$ cat config.mk
export PLATFORM = sky130hd
export DESIGN_NAME = fwd_hazard_ctrl
export DESIGN_NICKNAME = d
export VERILOG_FILES = /design/src/rtl/fwd_hazard_ctrl_pkg.sv /design/src/rtl/fwd_match_prio.sv /design/src/rtl/fwd_hazard_ctrl.sv
export SDC_FILE = /design/constraint.sdc
export NUM_CORES = 1
export LEC_CHECK = 0
export ABC_CLOCK_PERIOD_IN_PS = 5300
export CAP_MARGIN = 20
export CORE_MARGIN = 5
export CORE_UTILIZATION = 60
export DETAILED_ROUTE_END_ITERATION = 10
export DONT_BUFFER_PORTS = 1
export GPL_TIMING_DRIVEN = 0
export PLACE_DENSITY_LB_ADDON = 0.25
export SETUP_SLACK_MARGIN = 0.1
export SLEW_MARGIN = 20
export SYNTH_ARGS = -nofsm -noshare
export SYNTH_HDL_FRONTEND = slang
export SYNTH_SLANG_ARGS = --single-unit
$ cat constraint.sdc
create_clock -name clk -period 5.3 [get_ports clk]
set_input_delay 0.795 -clock clk [delete_from_list [all_inputs] [get_ports clk]]
set_output_delay 0.795 -clock clk [all_outputs]
set_load 0.03 [all_outputs]
$ cat src/rtl/fwd_hazard_ctrl_pkg.sv
// Shared definitions for the forwarding/hazard controller.
//   sel_w()      : width of one per-operand bypass select for a given tracking depth
//   SEL_RF       : select encoding meaning "take the operand from the register file"
//   fsm_state_t  : load-use stall FSM states
package fwd_hazard_ctrl_pkg;

  // One select must encode 0 (regfile) plus one code per tracked entry.
  function automatic int sel_w(input int depth);
    return $clog2(depth + 1);
  endfunction

  localparam int SEL_RF = 0;

  typedef enum logic {
    IDLE  = 1'b0,
    STALL = 1'b1
  } fsm_state_t;

endpackage

$ cat src/rtl/fwd_match_prio.sv
// Per-operand dependency check against the in-flight destination tracker.
// Compares one source register against every tracked entry, picks the youngest
// producer and reports whether that producer is a load whose data is not yet
// bypassable.
//   i_src        : source register index of this operand
//   i_used       : operand is actually read by a valid ID instruction
//   i_ent_valid  : per-entry valid, entry 0 (EX) at bit 0
//   i_ent_dst    : per-entry destination, entry k at [k*REGW +: REGW]
//   i_ent_load   : per-entry "producer is a load"
//   o_sel        : bypass select, 0 = regfile, k+1 = producer at entry k
//   o_hazard     : youngest producer is a load still inside the load shadow
//   o_need       : stall cycles needed before the load result is bypassable
module fwd_match_prio
  import fwd_hazard_ctrl_pkg::*;
#(
  parameter int REGW    = 5,
  parameter int DEPTH   = 2,
  parameter int LOADLAT = 1,
  parameter int SELW    = sel_w(DEPTH)
) (
  input  logic [REGW-1:0]       i_src,
  input  logic                  i_used,
  input  logic [DEPTH-1:0]      i_ent_valid,
  input  logic [DEPTH*REGW-1:0] i_ent_dst,
  input  logic [DEPTH-1:0]      i_ent_load,
  output logic [SELW-1:0]       o_sel,
  output logic                  o_hazard,
  output logic [SELW-1:0]       o_need
);

  logic             w_src_ok;
  logic [DEPTH-1:0] w_hit;

  // Register 0 is hardwired zero and never takes a bypass.
  assign w_src_ok = i_used && (i_src != '0);

  genvar gi;
  for (gi = 0; gi < DEPTH; gi++) begin : g_cmp
    assign w_hit[gi] = w_src_ok && i_ent_valid[gi] &&
                       (i_ent_dst[gi*REGW +: REGW] == i_src);
  end

  // Scan oldest to youngest so the youngest hit overwrites the rest.
  always_comb begin
    o_sel    = SELW'(SEL_RF);
    o_hazard = 1'b0;
    o_need   = '0;
    for (int k = DEPTH - 1; k >= 0; k--) begin
      if (w_hit[k]) begin
        o_sel    = SELW'(k + 1);
        o_hazard = i_ent_load[k] && (k < LOADLAT);
        o_need   = (i_ent_load[k] && (k < LOADLAT)) ? SELW'(LOADLAT - k) : '0;
      end
    end
  end

endmodule

$ cat src/rtl/fwd_hazard_ctrl.sv
// Forwarding / hazard controller between decode (ID) and the EX operand muxes.
// Tracks in-flight destinations in a shift register, registers per-operand
// bypass selects aligned to EX, stalls ID on load-use (multi-cycle for deep
// load latency), flushes IF/ID on an EX redirect and counts events.
//   clk, rst     : clock, synchronous active-high reset
//   id_valid     : valid instruction in ID
//   id_src       : source indices, operand i at [i*REGW +: REGW]
//   id_src_used  : operand i is read
//   id_dst/id_wen: destination register and write enable
//   id_is_load   : ID instruction is a load
//   ex_redirect  : taken branch/jump resolved in EX
//   stall, flush : combinational pipeline controls
//   fwd_sel      : registered selects, 0 = regfile, k = result of entry k-1
//   *_cnt        : saturating event counters
module fwd_hazard_ctrl
  import fwd_hazard_ctrl_pkg::*;
#(
  parameter int NSRC    = 2,
  parameter int REGW    = 5,
  parameter int DEPTH   = 2,
  parameter int LOADLAT = 1,
  parameter int CNTW    = 32
) (
  input  logic                           clk,
  input  logic                           rst,
  input  logic                           id_valid,
  input  logic [NSRC*REGW-1:0]           id_src,
  input  logic [NSRC-1:0]                id_src_used,
  input  logic [REGW-1:0]                id_dst,
  input  logic                           id_wen,
  input  logic                           id_is_load,
  input  logic                           ex_redirect,
  output logic                           stall,
  output logic                           flush,
  output logic [NSRC*sel_w(DEPTH)-1:0]   fwd_sel,
  output logic [CNTW-1:0]                stall_cnt,
  output logic [CNTW-1:0]                fwd_cnt,
  output logic [CNTW-1:0]                flush_cnt
);

  localparam int SELW = sel_w(DEPTH);

  // Tracker: entry 0 (EX) at the low end, oldest at the high end.
  logic [DEPTH-1:0]      r_ent_valid;
  logic [DEPTH*REGW-1:0] r_ent_dst;
  logic [DEPTH-1:0]      r_ent_load;
  fsm_state_t            r_state;
  logic [SELW-1:0]       r_wait;
  logic [NSRC*SELW-1:0]  r_fwd_sel;
  logic [CNTW-1:0]       r_stall_cnt;
  logic [CNTW-1:0]       r_fwd_cnt;
  logic [CNTW-1:0]       r_flush_cnt;

  logic [NSRC*SELW-1:0]  w_sel;
  logic [NSRC*SELW-1:0]  w_sel_next;
  logic [NSRC-1:0]       w_haz;
  logic [SELW-1:0]       w_need [NSRC];
  logic                  w_any_haz;
  logic [SELW-1:0]       w_need_max;
  fsm_state_t            w_state_next;
  logic [SELW-1:0]       w_wait_next;
  logic                  w_stall_req;
  logic                  w_stall;
  logic                  w_flush;
  logic                  w_adv;
  logic                  w_push;
  logic [CNTW-1:0]       w_pop;
  logic [CNTW:0]         w_fwd_sum;

  genvar gi;
  for (gi = 0; gi < NSRC; gi++) begin : g_op
    fwd_match_prio #(
      .REGW    (REGW),
      .DEPTH   (DEPTH),
      .LOADLAT (LOADLAT),
      .SELW    (SELW)
    ) u_match (
      .i_src       (id_src[gi*REGW +: REGW]),
      .i_used      (id_src_used[gi] & id_valid),
      .i_ent_valid (r_ent_valid),
      .i_ent_dst   (r_ent_dst),
      .i_ent_load  (r_ent_load),
      .o_sel       (w_sel[gi*SELW +: SELW]),
      .o_hazard    (w_haz[gi]),
      .o_need      (w_need[gi])
    );
  end

  // The longest-waiting operand decides how long ID is held.
  always_comb begin
    w_any_haz  = 1'b0;
    w_need_max = '0;
    for (int i = 0; i < NSRC; i++) begin
      if (w_haz[i]) begin
        w_any_haz = 1'b1;
        if (w_need[i] > w_need_max) w_need_max = w_need[i];
      end
    end
  end

  // Redirect wins over any stall: the stalled instruction is being killed.
  always_comb begin
    w_state_next = r_state;
    w_wait_next  = r_wait;
    w_stall_req  = 1'b0;
    if (ex_redirect) begin
      w_state_next = IDLE;
      w_wait_next  = '0;
    end else begin
      case (r_state)
        IDLE: begin
          if (w_any_haz) begin
            w_stall_req = 1'b1;
            w_wait_next = w_need_max - SELW'(1);
            if (w_wait_next != '0) w_state_next = STALL;
          end
        end
        STALL: begin
          w_stall_req = 1'b1;
          w_wait_next = r_wait - SELW'(1);
          if (w_wait_next == '0) w_state_next = IDLE;
        end
        default: w_state_next = IDLE;
      endcase
    end
  end

  assign w_flush    = ex_redirect && !rst;
  assign w_stall    = w_stall_req && !ex_redirect && !rst;
  assign w_adv      = id_valid && !w_stall && !w_flush;
  assign w_push     = w_adv && id_wen;
  assign w_sel_next = w_adv ? w_sel : '0;

  always_comb begin
    w_pop = '0;
    for (int i = 0; i < NSRC; i++) begin
      if (w_sel_next[i*SELW +: SELW] != '0) w_pop = w_pop + CNTW'(1);
    end
  end

  assign w_fwd_sum = {1'b0, r_fwd_cnt} + {1'b0, w_pop};

  always_ff @(posedge clk) begin
    if (rst) begin
      r_ent_valid <= '0;
      r_ent_dst   <= '0;
      r_ent_load  <= '0;
      r_state     <= IDLE;
      r_wait      <= '0;
      r_fwd_sel   <= '0;
      r_stall_cnt <= '0;
      r_fwd_cnt   <= '0;
      r_flush_cnt <= '0;
    end else begin
      r_ent_valid <= {r_ent_valid[DEPTH-2:0], w_push};
      r_ent_dst   <= {r_ent_dst[(DEPTH-1)*REGW-1:0], id_dst};
      r_ent_load  <= {r_ent_load[DEPTH-2:0], w_push & id_is_load};
      r_state     <= w_state_next;
      r_wait      <= w_wait_next;
      r_fwd_sel   <= w_sel_next;
      if (w_stall && (r_stall_cnt != '1)) r_stall_cnt <= r_stall_cnt + CNTW'(1);
      if (w_flush && (r_flush_cnt != '1)) r_flush_cnt <= r_flush_cnt + CNTW'(1);
      r_fwd_cnt <= w_fwd_sum[CNTW] ? '1 : w_fwd_sum[CNTW-1:0];
    end
  end

  assign stall     = w_stall;
  assign flush     = w_flush;
  assign fwd_sel   = r_fwd_sel;
  assign stall_cnt = r_stall_cnt;
  assign fwd_cnt   = r_fwd_cnt;
  assign flush_cnt = r_flush_cnt;

endmodule
==> run metrics <==
Mapped Area=5520 µm²; # Post-CTS Setup Buffers=0; cell family with most CP delay=simple AND/OR/NAND/NOR gates; Yosys reg bits=116; fin nets=around 700; worst-margin pin slew=0.735 ns; hold slack=0.405 ns; Main synth FF type=dfxtp_1; largest net degree at the start of global routing=17; DP HPWL=9880 µm; residual DRC count=0; final setup violating endpoints=0; setup ws final=0.589 ns; # port buffers=0; maximum VDD drop=0.202 mV; Max Buffers Root-to-Sink=2; fmax=0.212 GHz; Post-Syn Instances=652; Worst setup EP type=flop; slowest CP cell=nor3_1; Place WS=0.0783 ns; Syn Area/Cell=about 8.5 µm²; Final period util=88.9%; initial antenna violation count=0; synth cell count leaders=dfxtp_1 (116), a21oi_1 (66), nor2_1 (53), nand2_1 (45), xnor2_1 (40); CTS tree=built; Post-synth EDFFs=0; FILL cells=746; hold_buf cts=0; TritonRoute pass-1 iters=5; CP arrival=5.15 ns; ANT nets after route=0; Initial Utilization=60.5%; slew margin rel.=50.6%; vias in the first global route=between 4,000 and 5,000; Final Skew=just over 0.009 ns; Buf+Inv Stages, Crit Path=2; n_diodes=0; clock sinks=116; Slew Limit Fails=0; total congestion overflow=0; I/O Pins=about 130; Setup TNS Final=0 ns; Cell Rows=35; Worst-Skew Late Latency=0.52 ns; Worst EP required=5.74 ns; gpl congestion=0.871; global-route wire length before repair=22,800 µm; area of the die=about 11,000 µm²; total length of routed wires=13,700 µm; max cap viols=0; total global-route track usage=24.7%; Worst Hold Class=in -> reg; Core Footprint=9110 µm²; crit-path cells=xnor2_1 > nand4_1 > or3_4 > a21boi_4 > nor2_2 > a21oi_1 > a21oi_1 > ha_1 > ha_1 > inv_1 > fa_1 > nor4_2 > nand2_1 > nor3_1 > nand4_1 > clkbuf_1 > a21oi_1; Area contributors post-synth=dfxtp_1 (42%), xnor2_1 (6.4%), a21oi_1 (6.0%); Clock Root Buffer=clkbuf_8; min Tclk post-route=4.71 ns; post-synthesis sequential area ratio=42.1%; RSZ-0062 raised after global routing=no; Crit path top cell by count=a21oi_1; share of the synthesized area in the top cell type=42.1%; starting DRC count in detailed routing=265; Vias/cell=around 6.1; CTS Buf Count=17; area delta synth->final=13.4%; CP peak stage delay=0.46 ns; crit start category=flop; Worst-path clk slew=0.06 ns; syn nets=682; Setup CP Type=reg -> reg; H-Tree Depth=4; design area=roughly 6300 µm²; share of cells above drive strength 1=7.75%; Critical Path Fanout Max=10; vias=4,884; count of cell types in the netlist=just under 50; die height=about 110 µm; most numerous cell in the Yosys netlist=dfxtp_1; leakage power=around 2.0 nW; biggest area consumer among synthesized cells=dfxtp_1; number of gates resized after cts=0; Ys Warns=0; Die X=between 100 and 150 µm; ys async rst share=0%; status=complete, no violations; Post-DP Area=5650 µm²; Fin. Hold Viols=0; Pwr per Cell Area=~330 nW/µm²; DR WL/cell=17.2 µm
[cell families (layout without fill, tap and decap cells)]
kind of cell / after synthesis / count (layout) / share of synthesized area, %
simple gates: 292 / 292 / 29.0
compound gates: 119 / 119 / 12.0
flops: 116 / 116 / 42.1
xor+xnor: 63 / 63 / 10.0
buf+inv: 47 / 79 / 3.56
mux: 8 / 8 / 1.57
fa+ha+maj: 7 / 7 / 1.72
[placed cells by master (no fill, tap or decap), drive strengths merged, types with 21 or more instances in the layout]
master,Yosys,layout
dfxtp,116,116
nand3,37,37
xor2,23,23
or3,31,31
o21ai,32,32
nand4,29,29
nor2,55,55
xnor2,40,40
inv,20,21
nand2,45,45
a21oi,66,66
clkbuf,21,41
[final cells by class]
cell class | instances | area (µm²) | share of cell area, %
sequential | 116 | 2320 | 37.1
tap | 111 | 139 | 2.22
multi-input combinational | 489 | 3000 | 47.9
buffer | 27 | 121 | 1.94
inverter | 20 | 75.1 | 1.20
clock inverter | 12 | 154 | 2.46
clock buffer | 20 | 445 | 7.12
[registers in the layout, summed over array words and instances, names as in the netlist]
name,flops
flush_cnt,32
fwd_cnt,32
fwd_sel,4
r_ent_dst,10
r_ent_load,1
r_ent_valid,2
r_state,1
r_wait,2
stall_cnt,32
[report_power, final]
group / switching (W) / internal (W) / leakage, nW
clock network: 0.000401 / 0.000740 / 0.287
registers: 0.00000972 / 0.000878 / 0.936
logic: 0.0000299 / 0.0000180 / 0.742
[per-stage QoR]
stage / util [%] / std cells / total power [W]
final: 68.7 / 795 / 0.00208
after floorplan: - / 652 / 0.000941
after global placement: 62.1 / 763 / 0.000953
after global routing: 68.7 / 795 / 0.00215
after detailed placement: 62.1 / 763 / 0.000954
after CTS: 68.7 / 795 / 0.00210
[path summary, 6_finish.rpt]
kind	startpoint	slack, ns	end	depth (start not counted)
worst max-delay path	r_ent_dst[2]$_SDFF_PP0_	0.59	fwd_cnt[13]$_SDFF_PP0_	17
worst min-delay path	id_is_load	0.41	r_ent_load[0]$_SDFF_PP0_	2
worst max register to register	r_ent_dst[2]$_SDFF_PP0_	0.59	fwd_cnt[13]$_SDFF_PP0_	17
worst min register to register	r_ent_valid[0]$_SDFF_PP0_	0.48	r_ent_valid[1]$_SDFF_PP0_	1
[per-layer routing]
| metal | global-route usage, % | vias up | part of all wire, % |
|---|---|---|---|
| met5 | 0 | - | 0 |
| met4 | 8.23 | 0 | 1.3 |
| met3 | 10.2 | 23 | 8.5 |
| met2 | 41.4 | 154 | 49 |
| met1 | 28.7 | 2319 | 41 |
| li1 | - | 2388 | - |
Note: power is estimated with default switching activity, not from simulation.
